### src/rtl/sd_pkg.sv
// Shared definitions for the SD CMD17 read-command controller.
//   - state_t      : controller FSM states
//   - FRAME_LEN    : command/response frame length in bits
//   - R1_*         : bit positions of the R1 response fields
//   - CRC7_POLY    : CRC7 polynomial x^7+x^3+1 (feedback taps)
//   - DEFAULT_STATUS_ERR_MASK / CMD17_INDEX : default parameter values
package sd_pkg;

  localparam int FRAME_LEN = 48;

  localparam int R1_TX_BIT   = 46;
  localparam int R1_IDX_MSB  = 45;
  localparam int R1_IDX_LSB  = 40;
  localparam int R1_ARG_MSB  = 39;
  localparam int R1_ARG_LSB  = 8;
  localparam int R1_CRC_MSB  = 7;
  localparam int R1_CRC_LSB  = 1;
  localparam int R1_END_BIT  = 0;

  localparam logic [6:0]  CRC7_POLY               = 7'h09;
  localparam logic [31:0] DEFAULT_STATUS_ERR_MASK = 32'hFFF80000;
  localparam logic [5:0]  CMD17_INDEX             = 6'd17;

  typedef enum logic [2:0] {
    IDLE, SEND, WAIT_RESP, RECV, CHECK, DATA, NCC, FINISH
  } state_t;

  // One serial CRC7 step: shift left, fold in the feedback bit.
  function automatic logic [6:0] crc7_step(input logic [6:0] crc, input logic bit_in);
    logic fb;
    fb = bit_in ^ crc[6];
    return {crc[5:0], 1'b0} ^ (fb ? CRC7_POLY : 7'h00);
  endfunction

endpackage

### src/rtl/sd_crc7.sv
// Serial CRC7 generator/checker (x^7+x^3+1, init 0), MSB-first input.
//   CLK, RST : clock, async active-high reset
//   CLR      : restart the CRC from zero
//   EN       : absorb BIT_IN this cycle (with CLR, BIT_IN becomes the first bit)
//   BIT_IN   : serial data bit
//   CRC      : current CRC register
module sd_crc7
  import sd_pkg::*;
(
  input  logic       CLK,
  input  logic       RST,
  input  logic       CLR,
  input  logic       EN,
  input  logic       BIT_IN,
  output logic [6:0] CRC
);

  logic [6:0] base;

  // CLR together with EN starts a new CRC that already includes BIT_IN,
  // which lets the response start bit be both the restart and the first bit.
  assign base = CLR ? 7'h00 : CRC;

  // NOTE: sequential state uses non-blocking assignments so every register
  // samples pre-edge values regardless of statement order.
  always_ff @(posedge CLK or posedge RST) begin
    if (RST)     CRC <= 7'h00;
    else if (EN) CRC <= crc7_step(base, BIT_IN);
    else if (CLR) CRC <= 7'h00;
  end

endmodule

### src/rtl/sd_read_cmd.sv
// CMD17 (READ_SINGLE_BLOCK) controller in front of the 4-bit SD data reader.
// Serialises the command frame, receives/checks the R1 response, enables the
// data reader, enforces NCC idle clocks and reports one result with DONE.
//   CLK, RST          : SD-domain clock, async active-high reset
//   START, ADDR       : request pulse and block address (sampled in IDLE)
//   CMD_OUT, CMD_OE   : command pad data / output enable
//   CMD_IN            : synchronised command pad input
//   RD_ENA            : data reader enable
//   RD_COMPLT, RD_NORESP : data reader completion / no-response
//   RESP              : card status of last R1 response
//   BUSY, DONE        : transaction in progress / end-of-transaction pulse
//   CRCERROR, NORESPERROR, STATUSERROR : result flags, held until next START
module sd_read_cmd
  import sd_pkg::*;
#(
  parameter logic [5:0]  CMD_INDEX       = CMD17_INDEX,
  parameter int          NCR_MAX         = 64,
  parameter int          NCC_CLKS        = 8,
  parameter logic [31:0] STATUS_ERR_MASK = DEFAULT_STATUS_ERR_MASK
) (
  input  logic        CLK,
  input  logic        RST,
  input  logic        START,
  input  logic [31:0] ADDR,
  output logic        CMD_OUT,
  output logic        CMD_OE,
  input  logic        CMD_IN,
  output logic        RD_ENA,
  input  logic        RD_COMPLT,
  input  logic        RD_NORESP,
  output logic [31:0] RESP,
  output logic        BUSY,
  output logic        DONE,
  output logic        CRCERROR,
  output logic        NORESPERROR,
  output logic        STATUSERROR
);

  state_t                 state, state_nx;
  logic [7:0]             cnt, cnt_nx;
  logic [FRAME_LEN-1:0]   sh, sh_nx;
  logic [31:0]            resp_nx;
  logic                   crc_err_nx, noresp_err_nx, stat_err_nx;
  logic                   crc_clr, crc_en, crc_bit;
  logic [6:0]             crc;
  logic [2:0]             crc_idx;
  logic                   bad_frame, bad_status;

  sd_crc7 u_crc7 (
    .CLK    (CLK),
    .RST    (RST),
    .CLR    (crc_clr),
    .EN     (crc_en),
    .BIT_IN (crc_bit),
    .CRC    (crc)
  );

  always_ff @(posedge CLK or posedge RST) begin
    if (RST) begin
      state       <= IDLE;
      cnt         <= '0;
      sh          <= '0;
      RESP        <= '0;
      CRCERROR    <= 1'b0;
      NORESPERROR <= 1'b0;
      STATUSERROR <= 1'b0;
    end else begin
      state       <= state_nx;
      cnt         <= cnt_nx;
      sh          <= sh_nx;
      RESP        <= resp_nx;
      CRCERROR    <= crc_err_nx;
      NORESPERROR <= noresp_err_nx;
      STATUSERROR <= stat_err_nx;
    end
  end

  // Frame bits 7..1 come straight out of the held CRC register: the CRC
  // stops absorbing at bit 8, so bit n maps to crc[n-1].
  assign crc_idx = cnt[2:0] - 3'd1;

  assign bad_frame  = sh[R1_TX_BIT] ||
                      (sh[R1_IDX_MSB:R1_IDX_LSB] != CMD_INDEX) ||
                      (sh[R1_CRC_MSB:R1_CRC_LSB] != crc) ||
                      !sh[R1_END_BIT];
  assign bad_status = |(sh[R1_ARG_MSB:R1_ARG_LSB] & STATUS_ERR_MASK);

  // NOTE: every output of this block gets a default first, so no path can
  // leave a signal unassigned and infer a latch.
  always_comb begin
    state_nx      = state;
    cnt_nx        = cnt;
    sh_nx         = sh;
    resp_nx       = RESP;
    crc_err_nx    = CRCERROR;
    noresp_err_nx = NORESPERROR;
    stat_err_nx   = STATUSERROR;
    crc_clr       = 1'b0;
    crc_en        = 1'b0;
    crc_bit       = CMD_IN;
    CMD_OE        = 1'b0;
    CMD_OUT       = 1'b1;
    RD_ENA        = 1'b0;
    DONE          = 1'b0;
    BUSY          = (state != IDLE);

    unique case (state)
      IDLE: begin
        if (START) begin
          sh_nx         = {1'b0, 1'b1, CMD_INDEX, ADDR, 7'h00, 1'b1};
          cnt_nx        = 8'(FRAME_LEN - 1);
          crc_err_nx    = 1'b0;
          noresp_err_nx = 1'b0;
          stat_err_nx   = 1'b0;
          crc_clr       = 1'b1;
          state_nx      = SEND;
        end
      end

      SEND: begin
        CMD_OE  = 1'b1;
        CMD_OUT = (cnt >= 8'd1 && cnt <= 8'd7) ? crc[crc_idx] : sh[FRAME_LEN-1];
        crc_bit = sh[FRAME_LEN-1];
        crc_en  = (cnt >= 8'd8);
        sh_nx   = {sh[FRAME_LEN-2:0], 1'b1};
        if (cnt == 8'd0) begin
          cnt_nx   = '0;
          state_nx = WAIT_RESP;
        end else begin
          cnt_nx = cnt - 8'd1;
        end
      end

      WAIT_RESP: begin
        if (!CMD_IN) begin
          // Start bit: restart the CRC with this bit as its first input.
          crc_clr  = 1'b1;
          crc_en   = 1'b1;
          sh_nx    = {sh[FRAME_LEN-2:0], CMD_IN};
          cnt_nx   = 8'(FRAME_LEN - 2);
          state_nx = RECV;
        end else if (cnt == 8'(NCR_MAX - 1)) begin
          noresp_err_nx = 1'b1;
          cnt_nx        = 8'(NCC_CLKS - 1);
          state_nx      = NCC;
        end else begin
          cnt_nx = cnt + 8'd1;
        end
      end

      RECV: begin
        sh_nx  = {sh[FRAME_LEN-2:0], CMD_IN};
        crc_en = (cnt >= 8'd8);
        if (cnt == 8'd0) state_nx = CHECK;
        else             cnt_nx   = cnt - 8'd1;
      end

      CHECK: begin
        resp_nx     = sh[R1_ARG_MSB:R1_ARG_LSB];
        crc_err_nx  = bad_frame;
        stat_err_nx = bad_status;
        if (bad_frame || bad_status) begin
          cnt_nx   = 8'(NCC_CLKS - 1);
          state_nx = NCC;
        end else begin
          state_nx = DATA;
        end
      end

      DATA: begin
        RD_ENA = 1'b1;
        if (RD_NORESP) begin
          noresp_err_nx = 1'b1;
          cnt_nx        = 8'(NCC_CLKS - 1);
          state_nx      = NCC;
        end else if (RD_COMPLT) begin
          cnt_nx   = 8'(NCC_CLKS - 1);
          state_nx = NCC;
        end
      end

      NCC: begin
        if (cnt == 8'd0) state_nx = FINISH;
        else             cnt_nx   = cnt - 8'd1;
      end

      FINISH: begin
        DONE     = 1'b1;
        state_nx = IDLE;
      end

      default: state_nx = IDLE;
    endcase
  end

endmodule

### config.mk
export PLATFORM = sky130hd
export DESIGN_NAME = sd_read_cmd
export DESIGN_NICKNAME = d
export VERILOG_FILES = /design/src/rtl/sd_pkg.sv /design/src/rtl/sd_crc7.sv /design/src/rtl/sd_read_cmd.sv
export SDC_FILE = /design/constraint.sdc
export NUM_CORES = 1
export LEC_CHECK = 0
export BUFFER_PORTS_ARGS = -buffer_cell sky130_fd_sc_hd__buf_2
export CAP_MARGIN = 30
export CORE_MARGIN = 4
export CORE_UTILIZATION = 40
export DETAILED_ROUTE_END_ITERATION = 10
export GPL_TIMING_DRIVEN = 0
export PLACE_DENSITY = 0.67
export REMOVE_ABC_BUFFERS = 1
export SYNTH_ARGS = -nofsm -noshare
export SYNTH_HDL_FRONTEND = slang
export SYNTH_SLANG_ARGS = --single-unit
### constraint.sdc
create_clock -name CLK -period 3 [get_ports CLK]
set_clock_uncertainty 0.1 [all_clocks]
set_input_delay 0.3 -clock CLK [delete_from_list [all_inputs] [get_ports CLK]]
set_output_delay 0.3 -clock CLK [all_outputs]
set_load 0.05 [all_outputs]
; ---- Word level (Yosys, flattened, before mapping)
; Cells that the tools add are included.
[op_classes]
n_reduce_logical = 21
add_sub_neg = 3
n_eq_ne = 22
muxes = 44
n_lt_le_gt_ge = 4
bitwise = 2
[ops]
columns = op, count
row1 = one-hot mux 48 bit (4 select lines), 1
row2 = 2-to-1 mux 48 bit, 2
row3 = 2-to-1 mux 8 bit, 8
row4 = one-hot mux 8 bit (6 select lines), 1
row5 = 2-to-1 mux 3 bit, 8
row6 = one-hot mux 3 bit (8 select lines), 1
row7 = != test 2 bit (second input constant), 10
row8 = 2-to-1 mux 7 bit, 2
row9 = 2-to-1 mux 1 bit, 13
row10 = OR reduction 13 bit, 1
row11 = equality test 3 bit (second input constant), 4
row12 = AND reduction 5 bit, 2
row13 = adder 8 x 1 -> 8 bit (second input constant), 1
row14 = equality test 8 x 6 -> 1 bit (second input constant), 1
row15 = greater-or-equal comparator 8 x 1 -> 1 bit (second input constant), 1
row16 = greater-or-equal comparator 8 x 4 -> 1 bit (second input constant), 1
row17 = less-or-equal comparator 8 x 3 -> 1 bit (second input constant), 1
row18 = logical NOT 8 bit, 1
row19 = one-hot mux 1 bit (2 select lines), 4
row20 = subtractor 8 x 1 -> 8 bit (second input constant), 1
row21 = != test 7 bit, 1
row22 = XOR 7 bit, 1
row23 = equality test 3 x 2 -> 1 bit (second input constant), 2
row24 = != test 3 bit (second input constant), 2
row25 = 21 further kinds, 26
[totals]
word_cells = 104
ff_bits = 101
output_inout_bits = 40
inputBits = 38

; ---- Logic depth before layout (Yosys ltp)
[logic_depth]
ltp_word = 7
ltp_mapped = 8
mapped_depth_nobuf = 7

; ---- Cells and area by module
; Synthesis repeated with hierarchy kept, for this count alone.
[unflattened]
hier_cells = 497
area_unflattened_um2 = 5153.7
[by_module_without_submodules]
columns = module, n_inst, area_per_inst_um2, cells_per_inst, seq_area_each_um2
row1 = sd_read_cmd, 1, 4824.6, 465, 2352.3
row2 = sd_crc7, 1, 329.1, 32, 175.2

; ---- Worst setup path after synthesis
; OpenSTA, ideal clock, no wires.
[synth_timing]
kind = register -> output
start = reg state[2]
end = out CMD_OUT
n_path_buf = 1
path_stages_with_launch = 4
t_required_ns = 2.600
path_slack_ns = -0.148
t_arrival_ns = 2.748
path_cell_list = dfrtp_1 > clkbuf_8 > nor3b_1 > nand3_1
[synth_via]
elab_chain_cells = 2
[synth_rtl]
columns = element, line_no
row1 = start: declaration, sd_read_cmd.sv:39  ; state_t state, state_nx;
row2 = start signal: assignment, sd_read_cmd.sv:68  ; state <= state_nx;
row3 = equality test 3 x 1 -> 1 bit, sd_read_cmd.sv:107  ; unique case (state)
row4 = 2-to-1 mux 1 bit, sd_read_cmd.sv:107
row5 = end: declaration, sd_read_cmd.sv:25  ; output logic CMD_OUT,
; No other way between the ends.

; ---- Worst setup path after layout
[layout_timing]
start = reg cnt[0]
end = out CMD_OUT
[layout_via]
elab_chain_cells = 5
word_cells_on_any_way = 8
cone_classes = add/sub (1) / order compare (2) / mux (4) / reduce/logical (1)
[layout_rtl]
columns = element, line_no
row1 = start: declaration, sd_read_cmd.sv:40  ; logic [7:0] cnt, cnt_nx;
row2 = start signal: assignment, sd_read_cmd.sv:69  ; cnt <= cnt_nx;
row3 = subtractor 3 x 1 -> 3 bit, sd_read_cmd.sv:80  ; assign crc_idx = cnt[2:0] - 3'd1;
row4 = binary-select mux 1 bit (select 3 bit), sd_read_cmd.sv:122  ; CMD_OUT = (cnt >= 8'd1 && cnt <= 8'd7) ? crc[crc_idx] : sh[FRAME_LEN-1];
row5 = 2-to-1 mux 1 bit (not written as such), sd_read_cmd.sv:122
row6 = 2-to-1 mux 1 bit *, sd_read_cmd.sv:122
row7 = 2-to-1 mux 1 bit *, sd_read_cmd.sv:107
; Every way passes the cells marked *; elsewhere a longest branch is shown, timed or not. The select of a mux whose other input is x is not followed.

==> flow_summary.yaml <==
outcome:
  status: "complete, no violations"
logic_synthesis:
  yosys_warnings: 0
  synthArstFlopShare_pct: 100.0
  netlist_top_cells_area: "dfrtp_1 (48%), nand2_1 (13%), mux2i_1 (7.9%)"
  synth_edf_count: 0
  synth_top_cell_area_share_pct: 48.42
  synth_ff_type: "dfrtp_1"
  synthCells: 569
  ys_top_cells_by_count: "nand2_1 (177), dfrtp_1 (101), o21ai_0 (42), mux2i_1 (41), nor2_1 (23)"
  synth.most_common_cell: "nand2_1"
  ys_ff_latch: 101
  synth_cell_types: 61
  syn_area_um2: 5220
  syn_area_per_cell_um2: 9.174
  yosysTopAreaCell: "dfrtp_1"
  ys_seq_area_share_pct: 48.42
timing:
  slew_headroom_pct: 38.66
  setup_viol: 0
  period_needed_ps: 2847
  hold_viol: 0
  setup_tns_ps: 0
  max_freq_ghz: 0.3512
  rsz0062_at_grt: "false"
  timing.final.crit_share_pct: 94.92
  tightest_slew_ps: 910.5
  slew_violations: 0
routing:
  wl_per_cell_um: 15.81
  drt_iter0_markers: 323
  viasPerCell: 5.258
  drcViolationCount: 0
  num_vias: 4254
  dr.pass1.iters: 5
  drtAntennaViolNets: 0
  wl_um: 12790
clock_tree:
  clock_path_buffers: 2
  cts_tree: "done"
  htreeDepth: 3
  cts_root_buf: "clkbuf_16"
  clkLatencyLatePin_ps: 340
  numCtsBuffers: 9
  cts.sink_count: 101
  path_clk_slew_ps: 70
grt:
  grt_max_degree: 71
  grt_pass1_vias: 4238
  grt_overflow: 0
  grt_usage_pct: 17.81
  grt_pass1_wl_um: 21440
  antenna_found_initial: 0
floorplan:
  fp.dieArea_um2: 14940
  die_y_um: 122.2
  die_x_um: 122.2
  core_um2: 12720
  rows: 41
  start_util_pct: 41.03
  io-pin-count: 78
worst_setup_path:
  rr_startpoint: "state[1]"
  crit_fanout: 10
  crit_required_ps: 2600
  crit_type: "reg2out"
  endpoint_kind: "output pin"
  crit_chain: "inv_2 -> ha_2 -> xor2_4 -> mux2_2 -> a211oi_1 -> or3_1 -> nand3_1 -> buf_4"
  r2r-end: "cnt[5]"
  crit_slowest_cell: "dfrtp_2"
  r2r_slack_ps: 240
  critPathMaxStageDelay_ps: 490
  ff2ff_path_depth: 4
  critPathArrivalTime_ps: 2450
  cp-start-kind: "flop"
power:
  leakage_nw: 3.013
  seq_power_share_pct: 34.8
  clock_power_share_pct: 14.6
  ir_drop_mv: 0.5310
  switching_share_pct: 48.66
  p_total_mw: 7.530
  p_int_mw: 3.866
  share_comb_of_total_power_pct: 50.6
  power_switching_mw: 3.664
  p_per_area_nw_per_um2: 1243
finish:
  diodes: 0
  drive_gt1_share_pct: 19.94
  final_util_pct: 47.63
  layout.nets: 674
  area_growth_syn_to_layout_pct: 16.08
hold_path:
  worstHoldStart: "ADDR[26]"
  worstHoldPathType: "in2reg"
  min_delay_path_depth: 3
  holdPathEnd: "sh[34]"
placement:
  hpwl_um: 8921
  gp_congestion: 0.8941
  io_buffers: 77
run:
  max-cap-violations: 0
==> power groups by stage <==
stage	clock (mW)	sequential [mW]	combinational (mW)
3_5_place_dp	0	2.62	3.79
5_1_grt	1.18	2.73	4.21
6_report	1.10	2.62	3.81
4_1_cts	1.13	2.61	3.82
2_1_floorplan	0	3.12	2.20
3_3_place_gp	0	2.59	3.64
==> worst max-delay path by stage <==
stage | start | endpoint | slack (ps)
3_5_place_dp | state[1] | cnt[5] | 0.6
3_3_place_gp | state[2] | cnt[6] | -2690
4_1_cts | cnt[0] | CMD_OUT | 20
2_1_floorplan | state[2] | cnt[0] | -510
5_1_grt | cnt[0] | CMD_OUT | 20
6_report | cnt[0] | CMD_OUT | 150
==> logic make-up after synthesis <==
logic type	Yosys count	synth area share (%)
compound gates	90	11.15
xor+xnor	13	2.181
fa+ha+maj	3	0.7192
buf+inv	44	4.890
flops	101	48.42
mux	44	8.940
simple gates	274	23.71
==> cell usage in the layout, fill, tap and decap left out, drive strengths merged, types with 2 or more instances in the layout <==
master | Yosys | routed
mux4 | 2 | 2
o21ai | 45 | 45
mux2i | 41 | 41
or4b | 2 | 2
a31oi | 3 | 3
dfrtp | 101 | 101
xor2 | 10 | 10
nor4 | 7 | 7
or3 | 5 | 5
nand2b | 4 | 4
nand3 | 21 | 21
nor3 | 16 | 16
nor3b | 2 | 2
nand2 | 177 | 177
and4 | 2 | 2
a2111oi | 2 | 2
a2bb2oi | 3 | 3
clkinv | 0 | 2
nor2 | 24 | 24
a211oi | 3 | 3
clkinvlp | 0 | 2
buf | 10 | 85
o311ai | 2 | 2
ha | 3 | 3
a21boi | 2 | 2
a221oi | 6 | 6
o221ai | 2 | 2
inv | 11 | 13
nor2b | 5 | 5
clkbuf | 23 | 9
xnor2 | 3 | 3
o22ai | 4 | 4
and3 | 3 | 3
a21oi | 9 | 9
==> worst max-delay path: cells and delay by family, from the launching register on <==
kind                     cells  cell delay (ps)
XOR/XNOR                     1              210
AND/OR/NAND/NOR              2              220
adder cells (fa/ha/maj)      1              260
buffers and inverters        2              350
AO/OA/AOI/OAI                1              210
flip-flops                   1              490
multiplexers                 1              350
==> registers in the layout, indices dropped and copies added (netlist names) <==
| name | cells |
|---|---|
| u_crc7.CRC | 7 |
| CRCERROR | 1 |
| cnt | 8 |
| sh | 48 |
| state | 3 |
| NORESPERROR | 1 |
| RESP | 32 |
| STATUSERROR | 1 |
==> metal layers <==
| metal | global-route usage, % | vias to the layer above | wire, um |
|---|---|---|---|
| li1 | - | 2079 | - |
| met5 | 0 | - | 0 |
| met3 | 3.733 | 14 | 836 |
| met4 | 5.528 | 0 | 159 |
| met2 | 27.76 | 116 | 5956 |
| met1 | 25.05 | 2045 | 5838 |
==> per-stage QoR <==
stage          instances  area [um2]  hold WS [ps]  setup slack (ps)
2_1_floorplan        536        5006         358.3            -511.5
3_3_place_gp         785        5607         355.6             -2691
3_5_place_dp         792        5733         255.1            0.6226
4_1_cts              809        6038         127.1             16.45
5_1_grt              809        6060         161.6             15.34
6_report             809        6060         138.4             152.5
==> layout make-up <==
cell class,instances,area [um2]
flip-flops and latches,101,2530
inverters,11,43.79
clock inverters,6,48.80
fillers,1254,6663
clock buffers,9,225.2
multi-input cells,424,2481
repair buffers,86,515.5
well taps,172,215.2
==> repair_timing <==
action | in CTS | in global routing
hold buffers | 1 | 0
setup endpoints to repair | 2 | 24
buffers inserted | 1 | 0
hold endpoints to repair | 31 | 0
pin swaps | 0 | 0
resized for setup | 3 | 7
Power figures use the tool's default switching activity.
